`config.mk`:
```
export PLATFORM = sky130hd
export DESIGN_NAME = sram_ctrl
export DESIGN_NICKNAME = d
export VERILOG_FILES = /design/src/rtl/sram_ctrl_pkg.sv /design/src/rtl/sram_strobe_timer.sv /design/src/rtl/sram_ctrl.sv
export SDC_FILE = /design/constraint.sdc
export NUM_CORES = 1
export LEC_CHECK = 0
export BUFFER_PORTS_ARGS = -buffer_cell sky130_fd_sc_hd__buf_2
export CAP_MARGIN = 20
export CORE_AREA = 2 2 57 72
export CTS_CLUSTER_SIZE = 8
export DETAILED_ROUTE_END_ITERATION = 8
export DIE_AREA = 0 0 59 74
export PLACE_DENSITY = 0.77
export SLEW_MARGIN = 5
export SYNTH_ARGS = -nofsm -noshare
export SYNTH_HDL_FRONTEND = slang
export SYNTH_SLANG_ARGS = --single-unit
```
`constraint.sdc`:
```
create_clock -name CLK -period 2.5 [get_ports CLK]
set_input_delay 0.5 -clock CLK [delete_from_list [all_inputs] [get_ports CLK]]
set_output_delay 0.5 -clock CLK [all_outputs]
set_load 0.02 [all_outputs]
```
`src/rtl/sram_ctrl_pkg.sv`:
```
// Shared definitions for the SRAM access sequencer: state encodings and strobe counter width.
package sram_ctrl_pkg;

  localparam int CNT_W = 4;

  typedef logic [CNT_W-1:0] cnt_t;

  typedef enum logic [1:0] {
    ST_IDLE   = 2'd0,
    ST_SETUP  = 2'd1,
    ST_STROBE = 2'd2,
    ST_HOLD   = 2'd3
  } state_t;

endpackage

```
`src/rtl/sram_strobe_timer.sv`:
```
// Strobe-width down-counter: load on entry to STROBE, count down to zero and stop there.
module sram_strobe_timer
  import sram_ctrl_pkg::*;
(
  input  logic CLK,
  input  logic RST_bar,
  input  logic load,
  input  cnt_t load_val,
  output logic zero
);

  cnt_t cnt;

  always_ff @(posedge CLK or negedge RST_bar) begin
    if (!RST_bar) begin
      cnt <= '0;
    end else if (load) begin
      cnt <= load_val;
    end else if (cnt != '0) begin
      cnt <= cnt - cnt_t'(1);
    end
  end

  assign zero = (cnt == '0);

endmodule

```
`src/rtl/sram_ctrl.sv`:
```
// Valid/ready to asynchronous 8-bit SRAM sequencer (setup, strobe, hold, idle).
// Build option: SRAM_CTRL_WRITE_ACK_EN makes writes pulse rsp_valid in HOLD as reads do.
//
//   state  | meaning
//   IDLE   | strobes high, req_ready high, waiting for a request
//   SETUP  | CS_bar low, address/data settling before the strobe
//   STROBE | WE_bar (write) or OE_bar (read) low for WAIT_STATES+1 cycles
//   HOLD   | strobe released, CS_bar still low, response pulse
module sram_ctrl
  import sram_ctrl_pkg::*;
#(
  parameter int ADDR_WIDTH  = 15,
  parameter int WAIT_STATES = 1
) (
  input  logic                  CLK,
  input  logic                  RST_bar,
  input  logic                  req_valid,
  output logic                  req_ready,
  input  logic                  req_we,
  input  logic [ADDR_WIDTH-1:0] req_addr,
  input  logic [7:0]            req_wdata,
  output logic                  rsp_valid,
  output logic [7:0]            rsp_rdata,
  output logic [ADDR_WIDTH-1:0] MEM_A,
  output logic [7:0]            MEM_D,
  input  logic [7:0]            MEM_Q,
  output logic                  MEM_CS_bar,
  output logic                  MEM_WE_bar,
  output logic                  MEM_OE_bar
);

`ifdef SRAM_CTRL_WRITE_ACK_EN
  localparam bit WRITE_ACK = 1'b1;
`else
  localparam bit WRITE_ACK = 1'b0;
`endif

  state_t state, state_nxt;
  logic   we_q;
  logic   accept;
  logic   cnt_zero;
  logic   strobe_done;
  logic   cs_bar_nxt, we_bar_nxt, oe_bar_nxt;

  assign req_ready   = (state == ST_IDLE);
  assign accept      = req_valid && req_ready;
  assign strobe_done = (state == ST_STROBE) && cnt_zero;

  sram_strobe_timer u_timer (
    .CLK      (CLK),
    .RST_bar  (RST_bar),
    .load     (state == ST_SETUP),
    .load_val (cnt_t'(WAIT_STATES)),
    .zero     (cnt_zero)
  );

  always_ff @(posedge CLK or negedge RST_bar) begin
    if (!RST_bar) begin
      state <= ST_IDLE;
    end else begin
      state <= state_nxt;
    end
  end

  // Strobe levels are decoded from the next state so the pins themselves are flops.
  always_comb begin
    state_nxt  = state;
    cs_bar_nxt = 1'b1;
    we_bar_nxt = 1'b1;
    oe_bar_nxt = 1'b1;
    unique case (state)
      ST_IDLE:   if (req_valid) state_nxt = ST_SETUP;
      ST_SETUP:  state_nxt = ST_STROBE;
      ST_STROBE: if (cnt_zero) state_nxt = ST_HOLD;
      ST_HOLD:   state_nxt = ST_IDLE;
      default:   state_nxt = ST_IDLE;
    endcase
    if (state_nxt != ST_IDLE) cs_bar_nxt = 1'b0;
    if (state_nxt == ST_STROBE) begin
      we_bar_nxt = !we_q;
      oe_bar_nxt = we_q;
    end
  end

  always_ff @(posedge CLK or negedge RST_bar) begin
    if (!RST_bar) begin
      we_q       <= 1'b0;
      MEM_A      <= '0;
      MEM_D      <= '0;
      MEM_CS_bar <= 1'b1;
      MEM_WE_bar <= 1'b1;
      MEM_OE_bar <= 1'b1;
      rsp_valid  <= 1'b0;
      rsp_rdata  <= '0;
    end else begin
      if (accept) begin
        we_q  <= req_we;
        MEM_A <= req_addr;
        MEM_D <= req_wdata;
      end
      MEM_CS_bar <= cs_bar_nxt;
      MEM_WE_bar <= we_bar_nxt;
      MEM_OE_bar <= oe_bar_nxt;
      rsp_valid  <= strobe_done && (!we_q || WRITE_ACK);
      if (strobe_done && !we_q) rsp_rdata <= MEM_Q;
    end
  end

endmodule
```
After elaboration in Yosys (flattened, before gate mapping):

Cells that the tools add are included.

* bits in registers: 42
* bits in latches: 0
* bits in writable memories: 0
* bits in read-only memories: 0
* bits of input ports: 35
* output and inout port bits: 36
* logic and storage cells: 32
* memories kept: 0

* add/sub/neg operators: 1
* multiply operators: 0
* div/mod/pow operators: 0
* order comparisons: 0
* equality and inequality tests: 4
* shift-type cells: 0
* multiplexer cells: 8
* bitwise gates (word level): 0
* reductions and logical operators: 9

Operator list (count)
* $mux W4: 2
* $pmux W2 S4: 1
* $eq A2 B2 Y1 const B: 3
* $logic_not A4 Y1: 1
* $mux W2: 2
* $reduce_bool A2 Y1: 2
* $reduce_bool A4 Y1: 1
* $sub A4 B1 Y4 const B: 1
* $logic_and A1 B1 Y1: 3
* $mux W1: 3
* $eq A2 B1 Y1 const B: 1
* $logic_not A2 Y1: 1
* $logic_not A1 Y1: 1

Depth between registers and ports, before layout:

* depth after elaboration: 5
* mapped depth: 6
* depth with buffers taken out: 6

Hierarchy:

Synthesis repeated with hierarchy kept, for this count alone.

* cells, all modules: 115
* area total of the unflattened synthesis: 1800.5 µm²

Modules (own cells, without submodules)
* sram_ctrl: times used 1, cells each 93, area each 1566.5 µm², sequential area each 954.7 µm²
* sram_strobe_timer: times used 1, cells each 22, area each 234.0 µm², sequential area each 100.1 µm²

Worst setup path after synthesis:

OpenSTA, ideal clock, no wires.

* path kind: register to register
* from: register u_timer.cnt[0]
* to: register rsp_rdata[0]
* data arrival time: 1.765 ns
* data required time: 2.375 ns
* setup slack: 0.610 ns
* stages on the path, launching flop included: 7
* buffers on the path: 1
* period minus slack after synthesis: 1.890 ns
* cells stage by stage: dfrtp_1 -> inv_1 -> ha_1 -> or3b_4 -> or3_1 -> buf_6 -> mux2_4

* word-level cells in the longest chain between the ends: 3

Ends and longest elaborated chain
* from (decl): RTL line sram_strobe_timer.sv:12 `cnt_t cnt;`
* from (signal assigned): RTL line sram_strobe_timer.sv:18 `cnt <= load_val;`
* from (signal assigned): RTL line sram_strobe_timer.sv:20 `cnt <= cnt - cnt_t'(1);`
* $logic_not A4 Y1: RTL line sram_strobe_timer.sv:24 `assign zero = (cnt == '0);`
* $logic_and A1 B1 Y1: RTL line sram_ctrl.sv:47 `assign strobe_done = (state == ST_STROBE) && cnt_zero;`
* $logic_and A1 B1 Y1: RTL line sram_ctrl.sv:105 `if (strobe_done && !we_q) rsp_rdata <= MEM_Q;`
* to (signal assigned): RTL line sram_ctrl.sv:94 `rsp_rdata <= '0;`
* to (signal assigned): RTL line sram_ctrl.sv:105
* to (decl): RTL line sram_ctrl.sv:23 `output logic [7:0] rsp_rdata,`

Every way passes these cells.
A chain may end at the register's enable or synchronous reset.

Worst setup path in the final report:

* from: register u_timer.cnt[0]
* to: register rsp_rdata[6]

The elaborated chain is that of the path after synthesis.

==> run metrics <==
Crit path required time=2.67 ns; Synth Register Bits=42; post-cts sizing count=0; final slew viol count=0; R2R depth=5; final wirelength=3.122 mm; Internal=1.894 mW; dpl hpwl=2.400 mm; post-synthesis cell area=1677 µm²; DR WL/cell=13.94 µm; Post-Route Setup TNS=0 ns; DR pass1 iterations=4; first-pass GRT wire length=5.133 mm; endpoints failing hold=0; initial antenna violation count=0; PortBufs=70; hold_buf cts=0; Detail Route Antenna Nets=0; setup violators final=0; synthesized area per cell=15.52 µm²; CP endpoint kind=flop; vias in the first global route=1178; Switch Pwr=1.156 mW; initial drt markers=24; worst-margin pin slew=0.8971 ns; Seq/Total Area, Yosys=62.91%; FMAX=457.7 MHz; Reg power frac=39.3%; met3 wire length=209 µm; CP startpoint kind=flop; Post-Synthesis Cells=108; met2 WL=1.722 mm; Comb pwr share=46.4%; largest net degree at the start of global routing=43; Area growth, synth to finish=28.88%; maximum level of the CTS H-tree=2; Clock Skews=0.005125 ns; Synth cell types=22; VDD IR max=0.0007409 V; row cnt=25; worst rel slew slack=40.19%; Warnings, synthesis=0; # diodes=0; vias per cell=4.924; layout cell share with drive strength beyond 1=63.04%; Clock Latency Late Sink=0.28 ns; Ports=71; clk slew on worst S/H paths=0.08 ns; die height=74 µm; Setup Fix Bufs, Post-CTS=0; DRC=0; Critical Path Fanout Max=9; clock period minus worst slack=2.185 ns; DR vias=1103; die area=4366 µm²; Data arrival, critical path=2.36 ns; crit path kind=reg2reg; Worst Setup SP=u_timer.cnt[0]$_DFFE_PN0P_; Syn Nets=148; status=completed; Hold Crit Class=in2async; leakage power=1.119 nW; CTS tree=done; Initial Util=45.42%; Nets=223; clk root buf=clkbuf_8; gp weighted congestion=0.7412; GRT overflow=0; wl on met1=1.141 mm; Max Cap Violations=0; Clk pwr share=14.3%; placed cell areas=2066 µm²; die width=59 µm; power density over the cells=1412 nW/µm²; RSZ-0062 raised after global routing=false; TritonCTS Buffers=5; CTS Sinks=42; clock tree buffer depth=2; fin area=2161 µm²; Top Layer Used=met4; core area=3691 µm²; Sw Share=37.91%; gr usage total=15.90%; R2R Path Start=u_timer.cnt[0]$_DFFE_PN0P_; fin crit share=87.39%
==> kinds of logic (layout without fill, tap and decap cells) <==
kind of cell             count (synthesis)  after routing  share of synthesized area [%]
AO/OA/AOI/OAI                            3              3                          1.418
XOR/XNOR                                 2              2                          1.045
adder cells (fa/ha/maj)                  5              5                          3.731
buffers and inverters                   10             86                          2.687
flip-flops                              42             42                          62.91
multiplexers                            33             33                          23.88
AND/OR/NAND/NOR                         13             13                          4.328
==> power by group through the flow <==
| stage | Sequential, mW | Combinational [mW] | Clock (mW) |
|---|---|---|---|
| 5_1_grt | 1.25 | 1.54 | 0.483 |
| 4_1_cts | 1.21 | 1.44 | 0.457 |
| 2_1_floorplan | 1.55 | 0.640 | 0 |
| 6_report | 1.20 | 1.41 | 0.437 |
| 3_3_place_gp | 1.19 | 1.38 | 0 |
| 3_5_place_dp | 1.22 | 1.44 | 0 |
==> worst max-delay path, stage by stage (launching register included) <==
cell and delay [ns]:
dfrtp_1 0.40, inv_1 0.12, ha_1 0.20, or3b_4 0.41, or3_1 0.56, mux2_4 0.38
==> per-stage QoR <==
step / worst slack [ns] / total power [mW] / util [%] / hold slack, ns / std cells
final: 0.3153 / 3.050 / 58.54 / 0.3346 / 224
after floorplan: 0.6096 / 2.188 / - / 0.2044 / 108
after global routing: 0.2361 / 3.270 / 58.54 / 0.4071 / 224
after CTS: 0.3027 / 3.104 / 58.54 / 0.3596 / 224
after global placement: 0.4686 / 2.577 / 55.97 / 0.4787 / 216
after detailed placement: 0.3081 / 2.651 / 55.97 / 0.4677 / 216
==> layout make-up <==
class                      instances  area (µm²)
timing repair buffer              71       357.8
clock inverter                     2       12.51
fill                             330        1530
tap                               40       50.05
multi-input combinational         56       576.8
clock buffer                       6       82.58
sequential                        42        1055
inverter                           7       26.28
==> registers in the layout, summed over array words and instances (netlist names) <==
| register | count |
|---|---|
| MEM_A | 15 |
| MEM_CS_bar | 1 |
| MEM_D | 8 |
| MEM_OE_bar | 1 |
| MEM_WE_bar | 1 |
| rsp_rdata | 8 |
| rsp_valid | 1 |
| state | 2 |
| u_timer.cnt | 4 |
| we_q | 1 |
==> cell usage in the layout (no fill, tap or decap), drive strengths merged <==
| master | count |
|---|---|
| a211oi | 1 |
| buf | 71 |
| clkbuf | 6 |
| clkinv | 1 |
| clkinvlp | 1 |
| dfrtp | 39 |
| dfstp | 3 |
| ha | 5 |
| inv | 7 |
| mux2 | 32 |
| mux2i | 1 |
| nand2 | 1 |
| nand2b | 1 |
| nand3 | 1 |
| nand3b | 1 |
| nor2 | 4 |
| nor3 | 2 |
| nor3b | 1 |
| o21ai | 1 |
| o311a | 1 |
| or3 | 1 |
| or3b | 1 |
| xnor2 | 2 |
==> path summary, 6_finish.rpt <==
path | to | slack [ns]
max | rsp_rdata[6]$_DFFE_PN0P_ | 0.32
min | MEM_A[10]$_DFFE_PN0P_ | 0.33
max reg2reg | rsp_rdata[6]$_DFFE_PN0P_ | 0.32
min reg2reg | MEM_WE_bar$_DFF_PN1_ | 0.47
max in group asynchronous | u_timer.cnt[2]$_DFFE_PN0P_ | 1.61
min in group CLK | MEM_D[5]$_DFFE_PN0P_ | 0.44
==> metal layers <==
metal  up-vias  track usage [%]
met5         -                0
met1       536            16.21
met2        45            29.26
met3         5            4.696
li1        517                -
met4         0            7.576
==> synthesized netlist by cell type <==
| master | count | area [µm²] |
|---|---|---|
| clkbuf_1 | 2 | 7.510 |
| nand2_1 | 1 | 3.750 |
| buf_6 | 1 | 11.26 |
| xnor2_1 | 2 | 17.52 |
| dfrtp_1 | 39 | 975.9 |
| ha_1 | 5 | 62.56 |
| mux2i_1 | 1 | 10.01 |
| o311a_2 | 1 | 11.26 |
| nand3_1 | 1 | 5.000 |
| a211oi_1 | 1 | 7.510 |
| mux2_2 | 24 | 270.3 |
| nand3b_1 | 1 | 7.510 |
| nor3_1 | 2 | 10.01 |
| nand2b_1 | 1 | 6.260 |
| or3_1 | 1 | 6.260 |
| nor2_1 | 4 | 15.01 |
| dfstp_2 | 3 | 78.83 |
| nor3b_1 | 1 | 7.510 |
| o21ai_0 | 1 | 5.000 |
| or3b_4 | 1 | 11.26 |
| inv_1 | 7 | 26.28 |
| mux2_4 | 8 | 120.1 |
Power figures use the tool's default switching activity.
